`config.mk`:
```
export PLATFORM = sky130hd
export DESIGN_NAME = alu_cmd_ctrl
export DESIGN_NICKNAME = d
export VERILOG_FILES = /design/src/rtl/alu_cmd_ctrl_pkg.sv /design/src/rtl/alu_tx_serializer.sv /design/src/rtl/alu_cmd_ctrl.sv
export SDC_FILE = /design/constraint.sdc
export NUM_CORES = 1
export LEC_CHECK = 0
export ABC_AREA = 1
export CAP_MARGIN = 20
export CORE_MARGIN = 2
export CORE_UTILIZATION = 53
export DETAILED_ROUTE_END_ITERATION = 8
export HOLD_SLACK_MARGIN = 0.15
export PLACE_DENSITY = 0.87
export SYNTH_ARGS = -nofsm -noshare
export SYNTH_HDL_FRONTEND = slang
export SYNTH_SLANG_ARGS = --single-unit
```
`constraint.sdc`:
```
create_clock -name CLK -period 2.6 [get_ports CLK]
set_input_delay 0.52 -clock CLK [delete_from_list [all_inputs] [get_ports CLK]]
set_output_delay 0.52 -clock CLK [all_outputs]
set_load 0.1 [all_outputs]
```
`src/rtl/alu_cmd_ctrl_pkg.sv`:
```
// Shared definitions for the ALU command controller: command bytes, FSM encodings,
// ALU function codes and the flag-byte layout.
package alu_cmd_ctrl_pkg;

    localparam logic [7:0] CMD_OPER  = 8'hCC;
    localparam logic [7:0] CMD_NOPER = 8'hDD;

    typedef enum logic [3:0] {
        S_IDLE,
        S_A_LO,
        S_A_HI,
        S_B_LO,
        S_B_HI,
        S_FUN,
        S_EXEC,
        S_WAIT,
        S_TX
    } ctrl_state_e;

    // Byte phases of the result transfer, owned by the serializer.
    typedef enum logic [1:0] {
        TX_IDLE,
        TX_LO,
        TX_HI,
        TX_FLG
    } tx_state_e;

    typedef enum logic [3:0] {
        ALU_ADD    = 4'h0,
        ALU_SUB    = 4'h1,
        ALU_MUL    = 4'h2,
        ALU_DIV    = 4'h3,
        ALU_AND    = 4'h4,
        ALU_OR     = 4'h5,
        ALU_NAND   = 4'h6,
        ALU_NOR    = 4'h7,
        ALU_XOR    = 4'h8,
        ALU_XNOR   = 4'h9,
        ALU_CMP_EQ = 4'hA,
        ALU_CMP_GT = 4'hB,
        ALU_CMP_LT = 4'hC,
        ALU_SHR    = 4'hD,
        ALU_SHL    = 4'hE
    } alu_fun_e;

    typedef struct packed {
        logic arith;
        logic logical;
        logic cmp;
        logic shift;
    } alu_flags_t;

    function automatic logic [7:0] flag_byte(input alu_flags_t flags);
        return {4'b0000, flags};
    endfunction

endpackage

```
`src/rtl/alu_tx_serializer.sv`:
```
// Sends a latched ALU result to the UART TX path as low byte, high byte and, when
// ALU_FLAG_BYTE_EN is defined, a flag byte; pulses done after the last accept.
module alu_tx_serializer #(
    parameter int DATA_W = 8,
    parameter int OPER_W = 16
) (
    input  logic                            clk,
    input  logic                            rst_n,
    input  logic                            start,
    input  logic [OPER_W-1:0]               result,
`ifdef ALU_FLAG_BYTE_EN
    input  alu_cmd_ctrl_pkg::alu_flags_t    flags,
`endif
    input  logic                            tx_busy,
    output logic [DATA_W-1:0]               tx_p_data,
    output logic                            tx_d_vld,
    output logic                            done
);
    import alu_cmd_ctrl_pkg::*;

    tx_state_e state;
    logic      accept;

    assign accept = tx_d_vld && !tx_busy;

    // After every accept tx_d_vld drops for one cycle; the next byte is loaded in that gap.
    always_ff @(posedge clk or negedge rst_n) begin
        if (!rst_n) begin
            state     <= TX_IDLE;
            tx_p_data <= '0;
            tx_d_vld  <= 1'b0;
            done      <= 1'b0;
        end else begin
            done <= 1'b0;
            unique case (state)
                TX_IDLE: begin
                    if (start) begin
                        tx_p_data <= result[DATA_W-1:0];
                        tx_d_vld  <= 1'b1;
                        state     <= TX_LO;
                    end
                end
                TX_LO: begin
                    if (accept) begin
                        tx_d_vld <= 1'b0;
                        state    <= TX_HI;
                    end
                end
                TX_HI: begin
                    if (!tx_d_vld) begin
                        tx_p_data <= result[OPER_W-1:DATA_W];
                        tx_d_vld  <= 1'b1;
                    end else if (!tx_busy) begin
                        tx_d_vld <= 1'b0;
`ifdef ALU_FLAG_BYTE_EN
                        state    <= TX_FLG;
`else
                        done     <= 1'b1;
                        state    <= TX_IDLE;
`endif
                    end
                end
`ifdef ALU_FLAG_BYTE_EN
                TX_FLG: begin
                    if (!tx_d_vld) begin
                        tx_p_data <= DATA_W'(flag_byte(flags));
                        tx_d_vld  <= 1'b1;
                    end else if (!tx_busy) begin
                        tx_d_vld <= 1'b0;
                        done     <= 1'b1;
                        state    <= TX_IDLE;
                    end
                end
`endif
                default: state <= TX_IDLE;
            endcase
        end
    end

endmodule

```
`src/rtl/alu_cmd_ctrl.sv`:
```
// ALU initiator: decodes RX command frames, fires ALU_EN, waits for the result and
// returns it over TX. Optional flag byte enabled by ALU_FLAG_BYTE_EN.
module alu_cmd_ctrl #(
    parameter int DATA_W   = 8,
    parameter int OPER_W   = 16,
    parameter int WAIT_MAX = 15
) (
    input  logic              CLK,
    input  logic              RST,
    input  logic [DATA_W-1:0] RX_P_DATA,
    input  logic              RX_D_VLD,
    output logic [OPER_W-1:0] ALU_A,
    output logic [OPER_W-1:0] ALU_B,
    output logic [3:0]        ALU_FUN,
    output logic              ALU_EN,
    input  logic [OPER_W-1:0] ALU_OUT,
    input  logic              OUT_VALID,
    input  logic              Arith_Flag,
    input  logic              Logic_Flag,
    input  logic              CMP_Flag,
    input  logic              Shift_Flag,
    output logic [DATA_W-1:0] TX_P_DATA,
    output logic              TX_D_VLD,
    input  logic              TX_BUSY,
    output logic              ERR
);
    import alu_cmd_ctrl_pkg::*;

    localparam int CNT_W = $clog2(WAIT_MAX);
    // ERR lands WAIT_MAX cycles after ALU_EN; OUT_VALID on the final WAIT cycle still wins.
    localparam logic [CNT_W-1:0] WAIT_LAST = CNT_W'(WAIT_MAX - 2);

    ctrl_state_e       state;
    logic [CNT_W-1:0]  wait_cnt;
    logic [OPER_W-1:0] res_q;
    logic              tx_start;
    logic              tx_done;

`ifdef ALU_FLAG_BYTE_EN
    alu_flags_t flg_q;
`else
    logic unused_flags;
    assign unused_flags = ^{Arith_Flag, Logic_Flag, CMP_Flag, Shift_Flag};
`endif

    // NOTE: pulse outputs get a default of 0 at the top of the clocked branch and are
    // overridden below; every assignment here is non-blocking so all state updates together.
    always_ff @(posedge CLK or negedge RST) begin
        if (!RST) begin
            state    <= S_IDLE;
            ALU_A    <= '0;
            ALU_B    <= '0;
            ALU_FUN  <= '0;
            ALU_EN   <= 1'b0;
            ERR      <= 1'b0;
            tx_start <= 1'b0;
            wait_cnt <= '0;
            res_q    <= '0;
`ifdef ALU_FLAG_BYTE_EN
            flg_q    <= '0;
`endif
        end else begin
            ALU_EN   <= 1'b0;
            ERR      <= 1'b0;
            tx_start <= 1'b0;
            unique case (state)
                S_IDLE: begin
                    if (RX_D_VLD) begin
                        if (RX_P_DATA == DATA_W'(CMD_OPER))
                            state <= S_A_LO;
                        else if (RX_P_DATA == DATA_W'(CMD_NOPER))
                            state <= S_FUN;
                    end
                end
                S_A_LO: begin
                    if (RX_D_VLD) begin
                        ALU_A[DATA_W-1:0] <= RX_P_DATA;
                        state             <= S_A_HI;
                    end
                end
                S_A_HI: begin
                    if (RX_D_VLD) begin
                        ALU_A[OPER_W-1:DATA_W] <= RX_P_DATA;
                        state                  <= S_B_LO;
                    end
                end
                S_B_LO: begin
                    if (RX_D_VLD) begin
                        ALU_B[DATA_W-1:0] <= RX_P_DATA;
                        state             <= S_B_HI;
                    end
                end
                S_B_HI: begin
                    if (RX_D_VLD) begin
                        ALU_B[OPER_W-1:DATA_W] <= RX_P_DATA;
                        state                  <= S_FUN;
                    end
                end
                S_FUN: begin
                    if (RX_D_VLD) begin
                        ALU_FUN <= RX_P_DATA[3:0];
                        ALU_EN  <= 1'b1;
                        state   <= S_EXEC;
                    end
                end
                S_EXEC: begin
                    wait_cnt <= '0;
                    state    <= S_WAIT;
                end
                S_WAIT: begin
                    if (OUT_VALID) begin
                        res_q    <= ALU_OUT;
`ifdef ALU_FLAG_BYTE_EN
                        flg_q    <= '{arith: Arith_Flag, logical: Logic_Flag,
                                      cmp: CMP_Flag, shift: Shift_Flag};
`endif
                        tx_start <= 1'b1;
                        state    <= S_TX;
                    end else if (wait_cnt == WAIT_LAST) begin
                        ERR   <= 1'b1;
                        state <= S_IDLE;
                    end else begin
                        wait_cnt <= wait_cnt + CNT_W'(1);
                    end
                end
                S_TX: begin
                    if (tx_done)
                        state <= S_IDLE;
                end
                default: state <= S_IDLE;
            endcase
        end
    end

    alu_tx_serializer #(
        .DATA_W (DATA_W),
        .OPER_W (OPER_W)
    ) u_tx_serializer (
        .clk       (CLK),
        .rst_n     (RST),
        .start     (tx_start),
        .result    (res_q),
`ifdef ALU_FLAG_BYTE_EN
        .flags     (flg_q),
`endif
        .tx_busy   (TX_BUSY),
        .tx_p_data (TX_P_DATA),
        .tx_d_vld  (TX_D_VLD),
        .done      (tx_done)
    );

endmodule

```
==> results of run 1 <==
==> metal layers <==
layer  vias to the layer above  track usage [%]
met1                      1305            27.60
met4                         0            10.67
met5                         -                0
li1                       1285                -
met3                         9            6.044
met2                        72            38.86
==> critical path, cell delays in order <==
cell and delay, ns:
sky130_fd_sc_hd__clkdlybuf4s50_1 0.68, sky130_fd_sc_hd__inv_1 0.15, sky130_fd_sc_hd__nor4_4 0.42, sky130_fd_sc_hd__o21ai_0 0.15
==> layout by cell type (no fill, tap or decap), types with 2 or more instances in the layout <==
master,instances
sky130_fd_sc_hd__dfrtp_1,75
sky130_fd_sc_hd__buf_4,48
sky130_fd_sc_hd__clkdlybuf4s50_1,27
sky130_fd_sc_hd__nand3_2,2
sky130_fd_sc_hd__inv_4,2
sky130_fd_sc_hd__xor2_1,2
sky130_fd_sc_hd__nor2_1,22
sky130_fd_sc_hd__nand3_1,13
sky130_fd_sc_hd__o21ai_2,8
sky130_fd_sc_hd__a31oi_1,8
sky130_fd_sc_hd__bufinv_16,2
sky130_fd_sc_hd__clkinv_4,2
sky130_fd_sc_hd__o21ai_0,28
sky130_fd_sc_hd__nand2_1,136
sky130_fd_sc_hd__nand2_4,3
sky130_fd_sc_hd__o21ai_1,3
sky130_fd_sc_hd__inv_1,22
sky130_fd_sc_hd__nor3_1,2
sky130_fd_sc_hd__inv_6,2
sky130_fd_sc_hd__inv_2,4
sky130_fd_sc_hd__ha_1,2
sky130_fd_sc_hd__clkbuf_8,10
sky130_fd_sc_hd__nor2_4,2
==> flip-flops by register name (all words and copies together), names as in the netlist, 2 cells and up <==
signal	flops
ALU_FUN	4
ALU_A	16
wait_cnt	4
u_tx_serializer.state	2
res_q	16
ALU_B	16
state	4
u_tx_serializer.tx_p_data	8
==> synth_stat cells, drive strengths merged <==
library cell	n
inv	28
nand3	16
xor2	2
nor4	1
ha	2
a31oi	8
a21oi	1
buf	8
nor2	26
nand2	140
nand4	1
clkinv	1
o22ai	1
nor3	2
dfrtp	75
o21ai	39
==> cell families after synthesis <==
group,count (synthesis),synth area share [%]
simple gates,186,25.98
flops,75,58.25
compound gates,49,8.893
buf+inv,37,5.553
xor+xnor,2,0.5438
fa+ha+maj,2,0.7766
==> stage by stage <==
| step | hold slack (ns) | utilization (%) |
|---|---|---|
| 5_1_grt | 0.5121 | 70.49 |
| 2_1_floorplan | 0.2244 | - |
| 6_report | 0.4868 | 70.49 |
| 4_1_cts | 0.4917 | 70.49 |
| 3_5_place_dp | 0.4687 | 66.37 |
| 3_3_place_gp | 0.4625 | 66.37 |
==> cell type report <==
cell class,instances,area [um^2]
flip-flops and latches,75,1877
fillers,458,1737
multi-input cells,239,1166
repair buffers,78,665.6
clock buffers,10,137.6
inverters,29,113.9
clock inverters,6,95.09
well taps,75,93.84
==> how the worst max path moves through the flow <==
stage | start | depth (start not counted) | slack (ns) | endpoint
CTS | RX_D_VLD | 4 | 0.88 | ALU_FUN[2]$_DFFE_PN0P_
finish | RX_D_VLD | 4 | 0.87 | ALU_FUN[2]$_DFFE_PN0P_
global placement | RX_D_VLD | 4 | 0.60 | ALU_A[13]$_DFFE_PN0P_
floorplan | u_tx_serializer.tx_d_vld$_DFFE_PN0P_ | 4 | 0.84 | u_tx_serializer.tx_p_data[6]$_DFFE_PN0P_
detailed placement | RX_D_VLD | 4 | 0.54 | ALU_FUN[2]$_DFFE_PN0P_
global route | RX_D_VLD | 4 | 0.76 | ALU_FUN[2]$_DFFE_PN0P_
==> run metrics, run 1 <==
run status=finished clean; yosys warns=0; DR vias/cell=5.217; layout net count=467; clock tree from TritonCTS=built; total of hold buffers inserted after clock tree synthesis=1; final instance count without filler cells=512; total iterations of the first detailed-routing run=5; Sink Count=75; #FFs+latches synth=75; die area=6718 um^2; cells taking the most area after synthesis=sky130_fd_sc_hd__dfrtp_1 58%, sky130_fd_sc_hd__nand2_1 16%, sky130_fd_sc_hd__o21ai_0 4.3%; global placer's final weighted congestion=0.8739; post-CTS setup-driven buffer insertion count=0; height of the die=81.97 um; buffers from clock root to sink, at most=2; final hold violations=0; total number of vias=2671; cell area after synthesis=3222 um^2; detailed-routed wire length on met3=284 um; starting density of the core=54.74%; WL met2=3.835 mm; Seq/Total Area, Yosys=58.25%; Max Used Layer=met4; Routed Antenna Nets=0; setup TNS=0 ns; crit end category=flip-flop; CTS clk-pin slew, worst paths=0.08 ns; setup repair after global routing missed its margin=no; worst slack at placement=0.5358 ns; reg-to-reg startpoint=state[2]$_DFFE_PN0P_; count of placed standard cells including taps=495; Max transition margin=67.11%; hold endpoint=res_q[15]$_DFFE_PN0P_; type of the worst setup path=in2reg; # setup viols final=0; overall routing resource usage=23.07%; Critical Path Fanout Max=9; Hold Path Stages=2; average wire length per cell after detail routing=14.19 um; required time of the critical path=2.80 ns; Inserted Clock Buffers=9; core outline area=5886 um^2; fraction of final layout cells with drive strength greater than 1=21.28%; final period utilization=66.44%; Yosys top cell area share=58.25%; final non-filler cell area=4149 um^2; path category of the worst min-delay check=reg2reg; antenna violations before repair=0; Final Max Slew Viols=0; max-cap violations=0; number of instances resized during post-cts repair=0; Port Buf Inserts=75; measured slew at the worst slew-check pin=0.4933 ns; H-Tree Level Count=3; signed area change from the synthesized netlist to the final layout=28.78%; vias in the first global route=2651; flop-to-flop setup slack=0.95 ns; worst setup skew after layout=0.01263 ns; master cell of the clock root buffer=sky130_fd_sc_hd__clkbuf_8; largest area contributor in the netlist=sky130_fd_sc_hd__dfrtp_1; count of unique library cells instantiated by Yosys=28; Std-Cell Rows=28; remaining design rule violation count=0; startpoint type of the worst setup path=primary input; instance area after placement=3906 um^2; routed length on met1=3.052 mm; Arrival @ worst endpoint=1.93 ns; Mapped Nets=386; number of antenna diodes=0; average footprint of a synthesized cell=9.179 um^2; DRC violation total after the first TritonRoute iteration=159; maximum number of pins on one net before global-route repair=55; global-route wire length before repair=11.64 mm; fmax=0.5789 GHz; minimum period implied by the final worst setup slack=1.727 ns; number of top-level design ports=80; worst r2r dst=ALU_A[15]$_DFFE_PN0P_; width of the die=81.97 um; Post-Syn Instances=351; cell depth of the worst flop-to-flop path=6; minimum setup slack in the final design=0.8727 ns; clock latency on the worst-skew pair=0.34 ns; Post-Route WL=7.266 mm; HPWL Detailed=5.238 mm; origin of the worst min-delay path=res_q[15]$_DFFE_PN0P_; sum of overflow across all layers after global routing=0
Power of run 1 is not shown: default switching activity piles up to over one toggle a cycle in this logic, so the estimate is an artifact.
==> run 2: changes to the inputs <==
--- a/config.mk
+++ b/config.mk
@@ -8,10 +8,10 @@
 export ABC_AREA = 1
 export CAP_MARGIN = 20
 export CORE_MARGIN = 2
-export CORE_UTILIZATION = 53
+export CORE_UTILIZATION = 44
 export DETAILED_ROUTE_END_ITERATION = 8
 export HOLD_SLACK_MARGIN = 0.15
-export PLACE_DENSITY = 0.87
+export PLACE_DENSITY = 0.77
 export SYNTH_ARGS = -nofsm -noshare
 export SYNTH_HDL_FRONTEND = slang
 export SYNTH_SLANG_ARGS = --single-unit
==> constraint.sdc (replaced) <==
create_clock -name CLK -period 1.49 [get_ports CLK]
set_input_delay 0.298 -clock CLK [delete_from_list [all_inputs] [get_ports CLK]]
set_output_delay 0.298 -clock CLK [all_outputs]
set_load 0.1 [all_outputs]
==> run 2 against run 1 <==
Compared with the run above:
- count of clock-buffer cells in the layout increased by 1
- clock skew decreased by 0.0065 ns
- cell count increased by 8.8%
- critical path depth grew 1
- non-clock buffer count increased by 21
- wire length up 8.8%
- via count grew 1.2%
- design area grew 20%
- worst hold slack lost 0.11 ns
- sequential share of layout area is 7.3 points lower
- global-route usage is 1.6 points lower
- largest cell class unchanged
- first-iteration DRC count down 12%
==> run metrics, run 2 (synthesis results as in run 1) <==
leading cell types in the layout, fill and taps excluded=135 x sky130_fd_sc_hd__nand2_1, 71 x sky130_fd_sc_hd__dfrtp_1, 53 x sky130_fd_sc_hd__buf_12; antenna violations before repair=0 (unchanged); CP Launch Point=state[2]$_DFFE_PN0P_; final period utilization=94.37%; core outline area=7176 um^2 (+22%); DRC violation total after the first TritonRoute iteration=140 (-12%); global placer's final weighted congestion=0.8541 (-2.3%); Sink Count=75 (unchanged); # setup viols final=0 (unchanged); startpoint type of the worst setup path=flip-flop; reg-to-reg startpoint=state[2]$_DFFE_PN0P_; remaining design rule violation count=0 (unchanged); Arrival @ worst endpoint=1.68 ns (-0.25 ns); Port Buf Inserts=75 (unchanged); setup repair after global routing missed its margin=yes; setup TNS=0 ns (unchanged); layout net count=489 (+4.7%); total iterations of the first detailed-routing run=4 (-1); max-cap violations=0 (unchanged); Critical Path Fanout Max=8 (-1); most common library cell in the layout ignoring fill and taps=sky130_fd_sc_hd__nand2_1; final hold violations=0 (unchanged); buffers from clock root to sink, at most=2 (unchanged); HPWL Detailed=5.661 mm (+8.1%); average wire length per cell after detail routing=14.19 um (about the same); Max transition margin=78.89% (+12 points); path category of the worst min-delay check=in2async; total number of vias=2703 (+1.2%); sum of overflow across all layers after global routing=0 (unchanged); crit end category=flip-flop; number of top-level design ports=80 (unchanged); die area=8023 um^2 (+19%); final core utilization=69.15% (-1.3 points); worst setup skew after layout=0.006116 ns (-0.006516 ns); height of the die=89.57 um (+9.3%); required time of the critical path=1.76 ns (-1.04 ns); filler cell count=520 (+14%); H-Tree Level Count=3 (unchanged); clock latency on the worst-skew pair=0.35 ns (about the same); sequential cell area=1882 um^2 (+0.27%); signed area change from the synthesized netlist to the final layout=54.02%; largest registers=ALU_A: 16 flops, ALU_B: 16 flops, res_q: 16 flops; width of the die=89.57 um (+9.3%); Std-Cell Rows=31 (+11%); CTS clk-pin slew, worst paths=0.08 ns (about the same); minimum period implied by the final worst setup slack=1.406 ns; Inserted Clock Buffers=9 (unchanged); fraction of final layout cells with drive strength greater than 1=26.64% (+5.4 points); master cell of the clock root buffer=sky130_fd_sc_hd__clkbuf_8; fmax=0.7112 GHz; vias in the first global route=2721 (+2.6%); Final Max Slew Viols=0 (unchanged); type of the worst setup path=reg2reg; cell depth of the worst flop-to-flop path=5 (-1); measured slew at the worst slew-check pin=0.3166 ns (-0.1767 ns); DR vias/cell=4.853 (-7.0%); global-route wire length before repair=12.81 mm (+10%); combined area of the multi-input logic cells=1197 um^2 (+2.7%); flop-to-flop setup slack=0.08 ns (-0.87 ns); Routed Antenna Nets=0 (unchanged); overall routing resource usage=21.45% (-1.6 points); number of antenna diodes=0 (unchanged); clock tree from TritonCTS=built; run status=finished clean; Post-Route WL=7.903 mm (+8.8%); starting density of the core=44.90% (-9.8 points); worst r2r dst=ALU_A[0]$_DFFE_PN0P_; maximum number of pins on one net before global-route repair=30 (-45%)
run 2: cell count changes in the layout (fill, tap and decap cells not counted), moves of 3 or more:
cell and delta:
sky130_fd_sc_hd__buf_4 -30, sky130_fd_sc_hd__dfrtp_1 -4, sky130_fd_sc_hd__clkinvlp_4 +3, sky130_fd_sc_hd__dfrtp_2 +4, sky130_fd_sc_hd__buf_12 +52
run 2: worst max-delay path by stage:
stage,cells after the start,slack [ns],end
detailed placement,9,-0.12,state[1]$_DFFE_PN0P_
CTS,6,0.01,ALU_A[0]$_DFFE_PN0P_
floorplan,4,0.08,u_tx_serializer.tx_p_data[6]$_DFFE_PN0P_
finish,5,0.08,ALU_A[0]$_DFFE_PN0P_
global route,5,-0.02,ALU_A[0]$_DFFE_PN0P_
global placement,8,-0.03,state[1]$_DFFE_PN0P_
run 2: layout make-up:
type | instances | area share (%)
Clock buffer | 11 | 2.849
Sequential cell | 75 | 37.92
Multi-Input combinational cell | 240 | 24.13
Inverter | 29 | 2.294
Clock inverter | 4 | 0.5547
Timing Repair Buffer | 99 | 29.75
Tap cell | 99 | 2.496
run 2: repair_timing:
action / 4_1_cts / 5_1_grt
buffers inserted: 0 / 3
endpoints found under the hold margin: 20 / 0
hold buffers: 1 / 0
cloned: 0 / 1
setup endpoints to repair: 3 / 29
gates resized for setup: 1 / 9
pin swaps: 0 / 2
run 2: stage by stage:
stage | std cells | cell area [um^2] | hold slack [ns] | worst slack, ns
after floorplan | 351 | 3227 | 0.002409 | 0.07835
after global placement | 537 | 4730 | 0.2182 | -0.03030
after detailed placement | 537 | 4730 | 0.2203 | -0.1236
after CTS | 553 | 4911 | 0.3890 | 0.01304
after global routing | 557 | 4962 | 0.4218 | -0.01889
final | 557 | 4962 | 0.3773 | 0.08386
run 2: per-layer routing:
| metal | vias up | part of all wire, % | GRT usage (%) |
|---|---|---|---|
| met3 | 14 | 2.9 | 3.839 |
| met5 | - | 0 | 0 |
| met4 | 0 | 2.3 | 9.362 |
| met1 | 1302 | 42 | 26.65 |
| li1 | 1330 | - | - |
| met2 | 57 | 53 | 36.70 |
run 2: worst max-delay path, cell delays in order (launching register included):
cell and delay [ns]:
sky130_fd_sc_hd__dfrtp_1 0.42, sky130_fd_sc_hd__inv_1 0.14, sky130_fd_sc_hd__nand2_1 0.13, sky130_fd_sc_hd__inv_2 0.16, sky130_fd_sc_hd__nand4_2 0.25, sky130_fd_sc_hd__o21ai_0 0.23
Power of run 2 is left out for the same reason.
